File: config.mk
export PLATFORM = sky130hd
export DESIGN_NAME = instr_fetch_unit
export DESIGN_NICKNAME = d
export VERILOG_FILES = /design/src/rtl/rv_pkg.sv /design/src/rtl/fetch_fifo.sv /design/src/rtl/instr_fetch_unit.sv
export SDC_FILE = /design/constraint.sdc
export NUM_CORES = 1
export LEC_CHECK = 0
export BUFFER_PORTS_ARGS = -buffer_cell sky130_fd_sc_hd__buf_2
export CAP_MARGIN = 30
export CORE_ASPECT_RATIO = 1.2
export CORE_MARGIN = 10
export CORE_UTILIZATION = 55
export CTS_CLUSTER_SIZE = 16
export DETAILED_ROUTE_END_ITERATION = 6
export GPL_ROUTABILITY_DRIVEN = 0
export PLACE_DENSITY = 0.81
export SLEW_MARGIN = 40
export SYNTH_ARGS = -nofsm -noshare
export SYNTH_HDL_FRONTEND = slang
export SYNTH_SLANG_ARGS = --single-unit
File: constraint.sdc
create_clock -name clk -period 11.4 [get_ports clk]
set_clock_uncertainty 0.1 [all_clocks]
set_input_delay 2.28 -clock clk [delete_from_list [all_inputs] [get_ports clk]]
set_output_delay 2.28 -clock clk [all_outputs]
set_load 0.02 [all_outputs]
File: src/rtl/rv_pkg.sv
// Shared fetch/decode definitions: widths, instruction field positions and a field splitter.
package rv_pkg;

    localparam int XLEN    = 32;
    localparam int INSTR_W = 32;
    localparam int PC_STEP = 4;

    localparam int OPC_HI   = 31;
    localparam int OPC_LO   = 26;
    localparam int RS_HI    = 25;
    localparam int RS_LO    = 21;
    localparam int RT_HI    = 20;
    localparam int RT_LO    = 16;
    localparam int RD_HI    = 15;
    localparam int RD_LO    = 11;
    localparam int SHAMT_HI = 10;
    localparam int SHAMT_LO = 6;
    localparam int FUNCT_HI = 5;
    localparam int FUNCT_LO = 0;
    localparam int IMM_HI   = 15;
    localparam int IMM_LO   = 0;

    localparam logic [INSTR_W-1:0] NOP = '0;

    typedef struct packed {
        logic [5:0]  opcode;
        logic [5:0]  funct;
        logic [4:0]  rs;
        logic [4:0]  rt;
        logic [4:0]  rd;
        logic [4:0]  shamt;
        logic [15:0] imm;
    } instr_fields_t;

    function automatic instr_fields_t split_instr(input logic [INSTR_W-1:0] w);
        instr_fields_t f;
        f.opcode = w[OPC_HI:OPC_LO];
        f.funct  = w[FUNCT_HI:FUNCT_LO];
        f.rs     = w[RS_HI:RS_LO];
        f.rt     = w[RT_HI:RT_LO];
        f.rd     = w[RD_HI:RD_LO];
        f.shamt  = w[SHAMT_HI:SHAMT_LO];
        f.imm    = w[IMM_HI:IMM_LO];
        return f;
    endfunction

endpackage

File: src/rtl/fetch_fifo.sv
// In-order prefetch buffer with single-cycle flush; head entry is readable combinationally.
module fetch_fifo #(
    parameter int WIDTH = 64,
    parameter int DEPTH = 2,
    localparam int PTR_W = (DEPTH > 1) ? $clog2(DEPTH) : 1,
    localparam int CNT_W = $clog2(DEPTH + 1)
) (
    input  logic             clk,
    input  logic             rst_n,
    input  logic             flush,
    input  logic             push,
    input  logic [WIDTH-1:0] push_data,
    input  logic             pop,
    output logic [WIDTH-1:0] head_data,
    output logic             empty,
    output logic [CNT_W-1:0] count
);

    logic [PTR_W-1:0] wr_ptr_q, wr_ptr_d;
    logic [PTR_W-1:0] rd_ptr_q, rd_ptr_d;
    logic [CNT_W-1:0] count_q, count_d;
    logic [WIDTH-1:0] mem_q [DEPTH];
    logic             full;
    logic             do_push;
    logic             do_pop;

    assign full = (count_q == CNT_W'(DEPTH));

    always_comb begin
        do_pop   = pop && (count_q != '0);
        // A push into a full buffer only lands when the head leaves in the same cycle.
        do_push  = push && !flush && (!full || do_pop);
        wr_ptr_d = wr_ptr_q;
        rd_ptr_d = rd_ptr_q;
        count_d  = count_q;
        if (flush) begin
            wr_ptr_d = '0;
            rd_ptr_d = '0;
            count_d  = '0;
        end else begin
            if (do_push) begin
                wr_ptr_d = wr_ptr_q + PTR_W'(1);
            end
            if (do_pop) begin
                rd_ptr_d = rd_ptr_q + PTR_W'(1);
            end
            count_d = count_q + CNT_W'(do_push) - CNT_W'(do_pop);
        end
    end

    always_ff @(posedge clk or negedge rst_n) begin
        if (!rst_n) begin
            wr_ptr_q <= '0;
            rd_ptr_q <= '0;
            count_q  <= '0;
        end else begin
            wr_ptr_q <= wr_ptr_d;
            rd_ptr_q <= rd_ptr_d;
            count_q  <= count_d;
        end
    end

    always_ff @(posedge clk) begin
        if (do_push) begin
            mem_q[wr_ptr_q] <= push_data;
        end
    end

    assign head_data = mem_q[rd_ptr_q];
    assign empty     = (count_q == '0);
    assign count     = count_q;

endmodule

File: src/rtl/instr_fetch_unit.sv
// Fetch stage: credit-limited word fetches, in-order prefetch buffer, redirect flush with
// discard of responses that were already in flight.
module instr_fetch_unit #(
    parameter int              XLEN       = rv_pkg::XLEN,
    parameter logic [XLEN-1:0] RESET_PC   = '0,
    parameter int              FIFO_DEPTH = 2
) (
    input  logic            clk,
    input  logic            rst_n,
    output logic            imem_req_valid,
    output logic [XLEN-1:0] imem_req_addr,
    input  logic            imem_req_ready,
    input  logic            imem_rsp_valid,
    input  logic [31:0]     imem_rsp_data,
    input  logic            redirect_valid,
    input  logic [XLEN-1:0] redirect_pc,
    output logic            instr_valid,
    input  logic            instr_ready,
    output logic [31:0]     instr,
    output logic [XLEN-1:0] instr_pc,
    output logic [5:0]      opcode,
    output logic [5:0]      funct,
    output logic [4:0]      rs,
    output logic [4:0]      rt,
    output logic [4:0]      rd,
    output logic [4:0]      shamt,
    output logic [15:0]     imm
);

    localparam int INSTR_W = rv_pkg::INSTR_W;
    localparam int ENTRY_W = INSTR_W + XLEN;
    localparam int CNT_W   = $clog2(FIFO_DEPTH + 1);
    localparam int PTR_W   = (FIFO_DEPTH > 1) ? $clog2(FIFO_DEPTH) : 1;
    localparam logic [CNT_W:0] CREDIT_MAX = (CNT_W + 1)'(FIFO_DEPTH);

    logic [XLEN-1:0]    fetch_pc_q, fetch_pc_d;
    logic [CNT_W-1:0]   outstanding_q, outstanding_d;
    logic [CNT_W-1:0]   drop_cnt_q, drop_cnt_d;
    logic [PTR_W-1:0]   pcq_wr_q, pcq_wr_d;
    logic [PTR_W-1:0]   pcq_rd_q, pcq_rd_d;
    logic [XLEN-1:0]    pcq_mem_q [FIFO_DEPTH];

    logic               req_fire;
    logic               rsp_drop;
    logic               fifo_push;
    logic               fifo_pop;
    logic [ENTRY_W-1:0] fifo_push_data;
    logic [ENTRY_W-1:0] fifo_head;
    logic               fifo_empty;
    logic [CNT_W-1:0]   fifo_count;
    logic [CNT_W:0]     credit_used;
    logic               redirect_lsb_unused;
    rv_pkg::instr_fields_t fields;

    assign redirect_lsb_unused = ^redirect_pc[1:0];

    // Dropped requests keep their credit until their response returns.
    assign credit_used    = {1'b0, fifo_count} + {1'b0, outstanding_q};
    assign imem_req_valid = rst_n && (credit_used < CREDIT_MAX);
    assign imem_req_addr  = fetch_pc_q;
    assign req_fire       = imem_req_valid && imem_req_ready;

    assign rsp_drop       = imem_rsp_valid && (redirect_valid || (drop_cnt_q != '0));
    assign fifo_push      = imem_rsp_valid && !rsp_drop;
    assign fifo_push_data = {pcq_mem_q[pcq_rd_q], imem_rsp_data};
    assign fifo_pop       = instr_valid && instr_ready;

    always_comb begin
        fetch_pc_d    = fetch_pc_q;
        outstanding_d = outstanding_q + CNT_W'(req_fire) - CNT_W'(imem_rsp_valid);
        drop_cnt_d    = drop_cnt_q;
        pcq_wr_d      = pcq_wr_q;
        pcq_rd_d      = pcq_rd_q;

        // The PC queue tracks every outstanding request, dropped or not.
        if (req_fire) begin
            pcq_wr_d = pcq_wr_q + PTR_W'(1);
        end
        if (imem_rsp_valid) begin
            pcq_rd_d = pcq_rd_q + PTR_W'(1);
        end

        if (redirect_valid) begin
            fetch_pc_d = {redirect_pc[XLEN-1:2], 2'b00};
            drop_cnt_d = outstanding_d;
        end else begin
            if (req_fire) begin
                fetch_pc_d = fetch_pc_q + XLEN'(rv_pkg::PC_STEP);
            end
            if (imem_rsp_valid && (drop_cnt_q != '0)) begin
                drop_cnt_d = drop_cnt_q - CNT_W'(1);
            end
        end
    end

    always_ff @(posedge clk or negedge rst_n) begin
        if (!rst_n) begin
            fetch_pc_q    <= RESET_PC;
            outstanding_q <= '0;
            drop_cnt_q    <= '0;
            pcq_wr_q      <= '0;
            pcq_rd_q      <= '0;
        end else begin
            fetch_pc_q    <= fetch_pc_d;
            outstanding_q <= outstanding_d;
            drop_cnt_q    <= drop_cnt_d;
            pcq_wr_q      <= pcq_wr_d;
            pcq_rd_q      <= pcq_rd_d;
        end
    end

    always_ff @(posedge clk) begin
        if (req_fire) begin
            pcq_mem_q[pcq_wr_q] <= fetch_pc_q;
        end
    end

    fetch_fifo #(
        .WIDTH (ENTRY_W),
        .DEPTH (FIFO_DEPTH)
    ) u_fetch_fifo (
        .clk       (clk),
        .rst_n     (rst_n),
        .flush     (redirect_valid),
        .push      (fifo_push),
        .push_data (fifo_push_data),
        .pop       (fifo_pop),
        .head_data (fifo_head),
        .empty     (fifo_empty),
        .count     (fifo_count)
    );

    // Outputs read as NOP/zero whenever nothing valid is held, including during reset.
    assign instr_valid = !fifo_empty;
    assign instr       = instr_valid ? fifo_head[INSTR_W-1:0] : rv_pkg::NOP;
    assign instr_pc    = instr_valid ? fifo_head[ENTRY_W-1:INSTR_W] : '0;
    assign fields      = rv_pkg::split_instr(instr);

    assign opcode = fields.opcode;
    assign funct  = fields.funct;
    assign rs     = fields.rs;
    assign rt     = fields.rt;
    assign rd     = fields.rd;
    assign shamt  = fields.shamt;
    assign imm    = fields.imm;

endmodule
==> results.txt, run 1 <==
----------------------------------------------------
[Logic synthesis]
  Top-area cell type share of the netlist area ... 58.38%
  Number of synthesized register bits ... 224
  Leading cell type by number of instances after synthesis ... sky130_fd_sc_hd__edfxtp_1
  Leading post-synthesis cells by cell area ... sky130_fd_sc_hd__edfxtp_1 58%, sky130_fd_sc_hd__dfrtp_1 11%, sky130_fd_sc_hd__mux2i_1 6.7%
  Netlist area before placement ... 9464 sq um
  Synthesized instance count ... 660
  Async set-or-reset flop fraction in the synthesized netlist ... 17.86%
  List of most frequent post-synthesis cells ... 184 x sky130_fd_sc_hd__edfxtp_1, 83 x sky130_fd_sc_hd__nor2_1, 63 x sky130_fd_sc_hd__mux2i_1
  Average instance area after synthesis ... 14.34 sq um
  Synth Flop Type ... sky130_fd_sc_hd__edfxtp_1
  Yosys warning count ... 0
  EDFF count, synth ... 184
  Biggest area consumer among synthesized cells ... sky130_fd_sc_hd__edfxtp_1
  Fraction of the yosys area taken by sequential cells ... 68.96%
  Count of different cell masters after synthesis ... 39

[Run]
  Max_cap viols ... 0

[Floorplan]
  Initial cell density of the core ... 55.95%
  Top-level I/O count ... 216
  DIE WIDTH ... 139.7 um
  Height of the die ... 163.7 um
  Floorplan die area ... 22880 sq um
  Placeable core region ... 16920 sq um
  Cell Rows ... 52

[Clocking]
  Total clock buffers created by CTS ... 22
  H-tree depth reported by CTS ... 1
  Hold-fix buffers at CTS ... 0
  CTS max path bufs ... 3
  Clock-pin slew on the worst setup and hold paths ... 0.06 ns
  Post-CTS Setup Repair Bufs ... 0
  TritonCTS clock tree ... built
  Worst skew pair latency ... 0.50 ns
  Clk root buf ... sky130_fd_sc_hd__clkbuf_16
  CTS Sinks ... 224
  Cells resized by post-CTS repair ... 0

[Timing]
  Count of final setup violators ... 0
  Worst Max-Slew Pin Slew ... 0.7241 ns
  Accumulated negative setup slack ... 0 ns
  Setup repair after global routing missed its margin ... false
  Final clock period utilization by the worst path ... 48.45%
  Upper clock frequency limit ... 181.1 MHz
  Relative slew slack ... 51.73%
  Min Tclk post-route ... 5.523 ns
  Final hold violation count ... 0
  Pins over their slew limit ... 0

[Finish]
  Ratio of cells with drive above 1 in the final layout ... 34.65%
  Final std cell area, no fill ... 11090 sq um
  Diode count ... 0
  Final core occ ... 65.57%
  Area growth from synthesis to layout ... 17.20%
  Number of nets at the end of the flow ... 898

[Status]
  Status ... finished clean

[Route]
  Total number of vias ... 5674
  Wire per inst ... 18.24 um
  1st-pass router iterations ... 4
  Antenna Nets Post-Route ... 0
  Via count normalized by instance count ... 5.388
  Wire length reported by the detailed router ... 19210 um
  Post-route DRC ... 0
  Number of DRC markers after the initial detailed-route iteration ... 316

[Critical path]
  Worst setup EP type ... output pin
  Data required, critical path ... 9.02 ns
  Crit start category ... primary input
  Critical path arrival ... 3.14 ns
  Largest fanout of any net on the critical path ... 42
  Setup Crit Path Kind ... primary input to output pin

[Global route]
  Overflow left after global routing ... 0
  Global Route Usage Sum ... 15.93%
  Initial antenna violation count ... 0
  Vias in the first global route ... 5929
  First-pass GRT wire length ... 29990 um
  Largest net degree at the start of global routing ... 64

[Pwr]
  Cell leakage power ... 4.293 nW
  Total power per unit cell area ... 244.7 nW/um^2
  Worst ir drop on vdd ... 0.1548 mV
  Total Power Consumption ... 0.002714 W

[Place]
  Placed cell areas ... 10360 sq um
  # port buffers ... 209
  Detail Placement HPWL ... 13070 um

[Hold path]
  Min-Delay Path Class ... register to register

----------------------------------------------------
## area by class of cell
class	instances	area, sq um
inverters	11	41.29
clock buffers	30	621.8
clock inverters	10	87.58
repair buffers	218	1136
multi-input cells	344	2405
fillers	1220	5824
flip-flops and latches	224	6530
well taps	216	270.3
## critical path, cell delays in order
cell	delay (ns)
sky130_fd_sc_hd__buf_4	0.42
sky130_fd_sc_hd__nor3b_1	0.23
sky130_fd_sc_hd__buf_2	0.19
## placed cells by master, fill, tap and decap left out, drive strengths merged, types with 2 or more instances in the layout
| cell | Yosys | routed |
|---|---|---|
| a31oi | 15 | 15 |
| edfxtp | 184 | 184 |
| or4 | 18 | 18 |
| nand2b | 2 | 2 |
| xnor2 | 8 | 8 |
| nand4 | 8 | 8 |
| xor2 | 9 | 9 |
| nor2 | 83 | 83 |
| ha | 6 | 6 |
| o31a | 2 | 2 |
| o211ai | 5 | 5 |
| or3 | 3 | 3 |
| nand2 | 24 | 24 |
| dfrtp | 40 | 40 |
| buf | 63 | 218 |
| o21ai | 13 | 13 |
| nor4 | 2 | 2 |
| and2 | 5 | 5 |
| clkinv | 1 | 5 |
| inv | 10 | 12 |
| o31ai | 13 | 13 |
| and3 | 4 | 4 |
| nand3 | 16 | 16 |
| clkinvlp | 0 | 3 |
| mux2 | 30 | 30 |
| mux2i | 63 | 63 |
| nor3b | 2 | 2 |
| conb | 1 | 4 |
| clkbuf | 21 | 30 |
| and4 | 3 | 3 |
## metrics by stage
stage	worst slack, ns	hold WS, ns	std cells
3_5_place_dp	5.842	0.3976	1011
6_report	5.877	0.4071	1053
3_3_place_gp	5.549	0.3896	1010
2_1_floorplan	2.233	0.3555	663
4_1_cts	5.836	0.4091	1051
5_1_grt	5.745	0.4272	1053
## cell families after synthesis
logic type      share of synthesized area (%)
xor+xnor                                1.573
mux                                     10.23
fa+ha+maj                               1.005
buf+inv                                 5.936
compound gates                          3.345
simple gates                            8.911
flops                                   68.96
other cells                           0.03962
## layer usage
metal	vias to the layer above	share of wire [%]	global-route usage, %
met5	-	0	0
met4	0	1.9	5.404
met3	26	6.4	3.640
met2	200	52	28.63
met1	2743	39	18.37
li1	2705	-	-
## flip-flops by register name, summed over array words and instances (netlist names)
name	cells
pcq_mem_q	60
pcq_wr_q	1
outstanding_q	2
u_fetch_fifo.rd_ptr_q	1
drop_cnt_q	2
imem_req_addr	30
u_fetch_fifo.count	2
u_fetch_fifo.mem_q	124
u_fetch_fifo.wr_ptr_q	1
pcq_rd_q	1
## path summary, 6_finish.rpt
path	startpoint	endpoint	slack, ns	depth (start not counted)
worst max-delay path	rst_n	imem_req_valid	5.88	3
worst max register to register	u_fetch_fifo.count[0]$_DFF_PN0_	imem_req_addr[28]$_DFFE_PN0P_	8.26	7
min in group asynchronous	rst_n	imem_req_addr[2]$_DFFE_PN0P_	1.66	1
max in group asynchronous	rst_n	u_fetch_fifo.rd_ptr_q$_DFFE_PN0P_	9.14	1
worst min-delay path	pcq_wr_q$_DFFE_PN0P_	pcq_wr_q$_DFFE_PN0P_	0.41	1
worst min register to register	pcq_wr_q$_DFFE_PN0P_	pcq_wr_q$_DFFE_PN0P_	0.41	1
## where the power goes
group	switching, W	internal [W]	total (W)
sequential	0.0000675	0.00102	0.00109
clock	0.000287	0.000407	0.000695
combinational	0.000616	0.000318	0.000934
total	0.000971	0.00174	0.00271
(Power assumes the default switching activity.)
==> run 2: changes to the inputs <==
- CORE_UTILIZATION: 55 -> 54
- PLACE_DENSITY: 0.81 -> 0.8
- clock period: 11.4 -> 5.2 ns (I/O delays scaled with it)
==> run 2 against run 1 <==
Sequential power up 120%. Core utilization down 0.24 points. Count of clock-buffer cells in the layout up 2. Die area up 1.6%. Flip-flop and latch count unchanged. Non-clock buffer count up 1. Cell count about the same. Via count up 1.1%.
==> results.txt, run 2 (synthesis results as in run 1) <==
----------------------------------------------------
[Finish]
  Flip-flop and latch area ... 6530 sq um
  Top reg by flops ... u_fetch_fifo.mem_q
  Final core occ ... 65.33%
  Number of nets at the end of the flow ... 899
  Max reg flops ... 124
  Filler Cell Count ... 1236
  Area occupied by multi-input gates ... 2414 sq um
  Most used cells in the layout excluding fill and tap cells ... 209 x sky130_fd_sc_hd__buf_2, 184 x sky130_fd_sc_hd__edfxtp_1, 81 x sky130_fd_sc_hd__nor2_1
  Diode count ... 0
  Area growth from synthesis to layout ... 17.68%
  Ratio of cells with drive above 1 in the final layout ... 35.08%
  Most common cell after layout, fill and taps aside ... sky130_fd_sc_hd__buf_2

[Pwr]
  Design internal power ... 0.003906 W
  Worst ir drop on vdd ... 0.2939 mV
  Total power per unit cell area ... 542.4 nW/um^2
  Sequential fraction of design power ... 39.7%
  Logic pwr share ... 33.8%
  Clock power frac ... 26.5%
  Net Sw Power ... 0.002135 W
  Cell leakage power ... 4.328 nW
  Switching share of power ... 35.34%

[Timing]
  Pins over their slew limit ... 0
  Min Tclk post-route ... 3.621 ns
  Final hold violation count ... 0
  Final clock period utilization by the worst path ... 69.64%
  Upper clock frequency limit ... 276.2 MHz
  Count of final setup violators ... 0
  Worst Max-Slew Pin Slew ... 0.7331 ns
  Setup repair after global routing missed its margin ... false
  Accumulated negative setup slack ... 0 ns
  Relative slew slack ... 51.13%

[Route]
  Wire per inst ... 18.29 um
  Wire length reported by the detailed router ... 19280 um
  Post-route DRC ... 0
  Antenna Nets Post-Route ... 0
  Total number of vias ... 5734
  1st-pass router iterations ... 4
  Via count normalized by instance count ... 5.440
  Number of DRC markers after the initial detailed-route iteration ... 415

[Floorplan]
  Top-level I/O count ... 216
  Floorplan die area ... 23240 sq um
  Placeable core region ... 17050 sq um
  Initial cell density of the core ... 55.52%
  DIE WIDTH ... 140.9 um
  Cell Rows ... 52
  Height of the die ... 165.0 um

[Critical path]
  Critical path arrival ... 2.48 ns
  Setup Crit Path Kind ... register to output pin
  CP peak stage delay ... 0.86 ns
  Crit start category ... register
  Largest fanout of any net on the critical path ... 37
  Total buffers and inverters traversed by the critical path ... 2
  Worst setup EP type ... output pin
  Critical Path, Cell by Cell ... buf_4 -> mux2i_1 -> nor2_1 -> buf_2
  CP top delay family ... flip-flops
  Max stage delay cell, worst path ... sky130_fd_sc_hd__dfrtp_4
  Data required, critical path ... 4.06 ns

[Clocking]
  Total clock buffers created by CTS ... 22
  Clk root buf ... sky130_fd_sc_hd__clkbuf_16
  Clock-pin slew on the worst setup and hold paths ... 0.07 ns
  Cells resized by post-CTS repair ... 0
  TritonCTS clock tree ... built
  Worst skew pair latency ... 0.49 ns
  Post-CTS Setup Repair Bufs ... 0
  H-tree depth reported by CTS ... 1
  Hold-fix buffers at CTS ... 0
  CTS max path bufs ... 3
  CTS Sinks ... 224

[Status]
  Status ... finished clean

[Global route]
  Global Route Usage Sum ... 15.71%
  Initial antenna violation count ... 0
  Overflow left after global routing ... 0
  First-pass GRT wire length ... 29770 um
  Largest net degree at the start of global routing ... 63
  Vias in the first global route ... 5740

[Place]
  # port buffers ... 209
  Detail Placement HPWL ... 13350 um

[Hold path]
  Min-Delay Path Class ... register to register

[Run]
  Max_cap viols ... 0

----------------------------------------------------
==> run 2: changes by cell type in the layout (fill, tap and decap cells not counted), sizes merged <==
cell      change
bufinv        +1
buf           +1
clkinvlp      -2
clkbuf        +2
clkinv        +1
inv           -2
==> run 2: worst paths after layout <==
path | to | startpoint | depth (start not counted) | slack [ns]
setup / recovery | imm[12] | u_fetch_fifo.rd_ptr_q$_DFFE_PN0P_ | 4 | 1.58
hold / removal | pcq_wr_q$_DFFE_PN0P_ | pcq_wr_q$_DFFE_PN0P_ | 1 | 0.40
setup reg to reg | imem_req_addr[28]$_DFFE_PN0P_ | u_fetch_fifo.count[0]$_DFF_PN0_ | 7 | 2.02
hold reg to reg | pcq_wr_q$_DFFE_PN0P_ | pcq_wr_q$_DFFE_PN0P_ | 1 | 0.40
max in group asynchronous | u_fetch_fifo.rd_ptr_q$_DFFE_PN0P_ | rst_n | 2 | 4.09
min in group asynchronous | u_fetch_fifo.rd_ptr_q$_DFFE_PN0P_ | rst_n | 2 | 0.51
==> run 2: area by class of cell <==
type | count | share of cell area, %
multi-input combinational | 344 | 21.67
sequential | 224 | 58.63
clock buffer | 32 | 5.921
timing repair buffer | 219 | 10.10
tap | 216 | 2.427
clock inverter | 8 | 0.8651
inverter | 11 | 0.3820
==> run 2: power by group through the flow <==
stage | Clock (W) | Combinational [W] | Sequential, W
5_1_grt | 0.00171 | 0.00221 | 0.00242
4_1_cts | 0.00164 | 0.00208 | 0.00240
3_3_place_gp | 0 | 0.00204 | 0.00242
3_5_place_dp | 0 | 0.00207 | 0.00244
2_1_floorplan | 0 | 0.00162 | 0.00237
6_report | 0.00160 | 0.00204 | 0.00240
==> run 2: per-stage QoR <==
step,hold slack (ns),setup slack [ns],power (W),std cells,area [sq um]
6_report,0.4003,1.579,0.006041,1054,11140
5_1_grt,0.4354,1.444,0.006340,1054,11140
3_3_place_gp,0.3883,1.710,0.004461,1012,10360
2_1_floorplan,0.3555,1.319,0.003996,663,9490
3_5_place_dp,0.3889,1.660,0.004512,1012,10360
4_1_cts,0.4014,1.546,0.006122,1052,11120
==> run 2: worst reg2reg max path: cells and delay by family (launching register included) <==
| family | cells | cell delay, ns |
|---|---|---|
| and+or+nand+nor | 4 | 1.58 |
| adders and majority gates | 1 | 0.49 |
| DFF | 1 | 0.43 |
| buffers and inverters | 1 | 0.33 |
| AOI/OAI and AO/OA | 1 | 0.18 |
==> run 2: layer usage <==
metal  up-vias  track usage [%]  routed length, um
li1       2713                -                  -
met1      2776            18.14               7355
met2       208            27.58               9992
met3        37            4.108               1424
met4         0            5.780                503
met5         -                0                  0
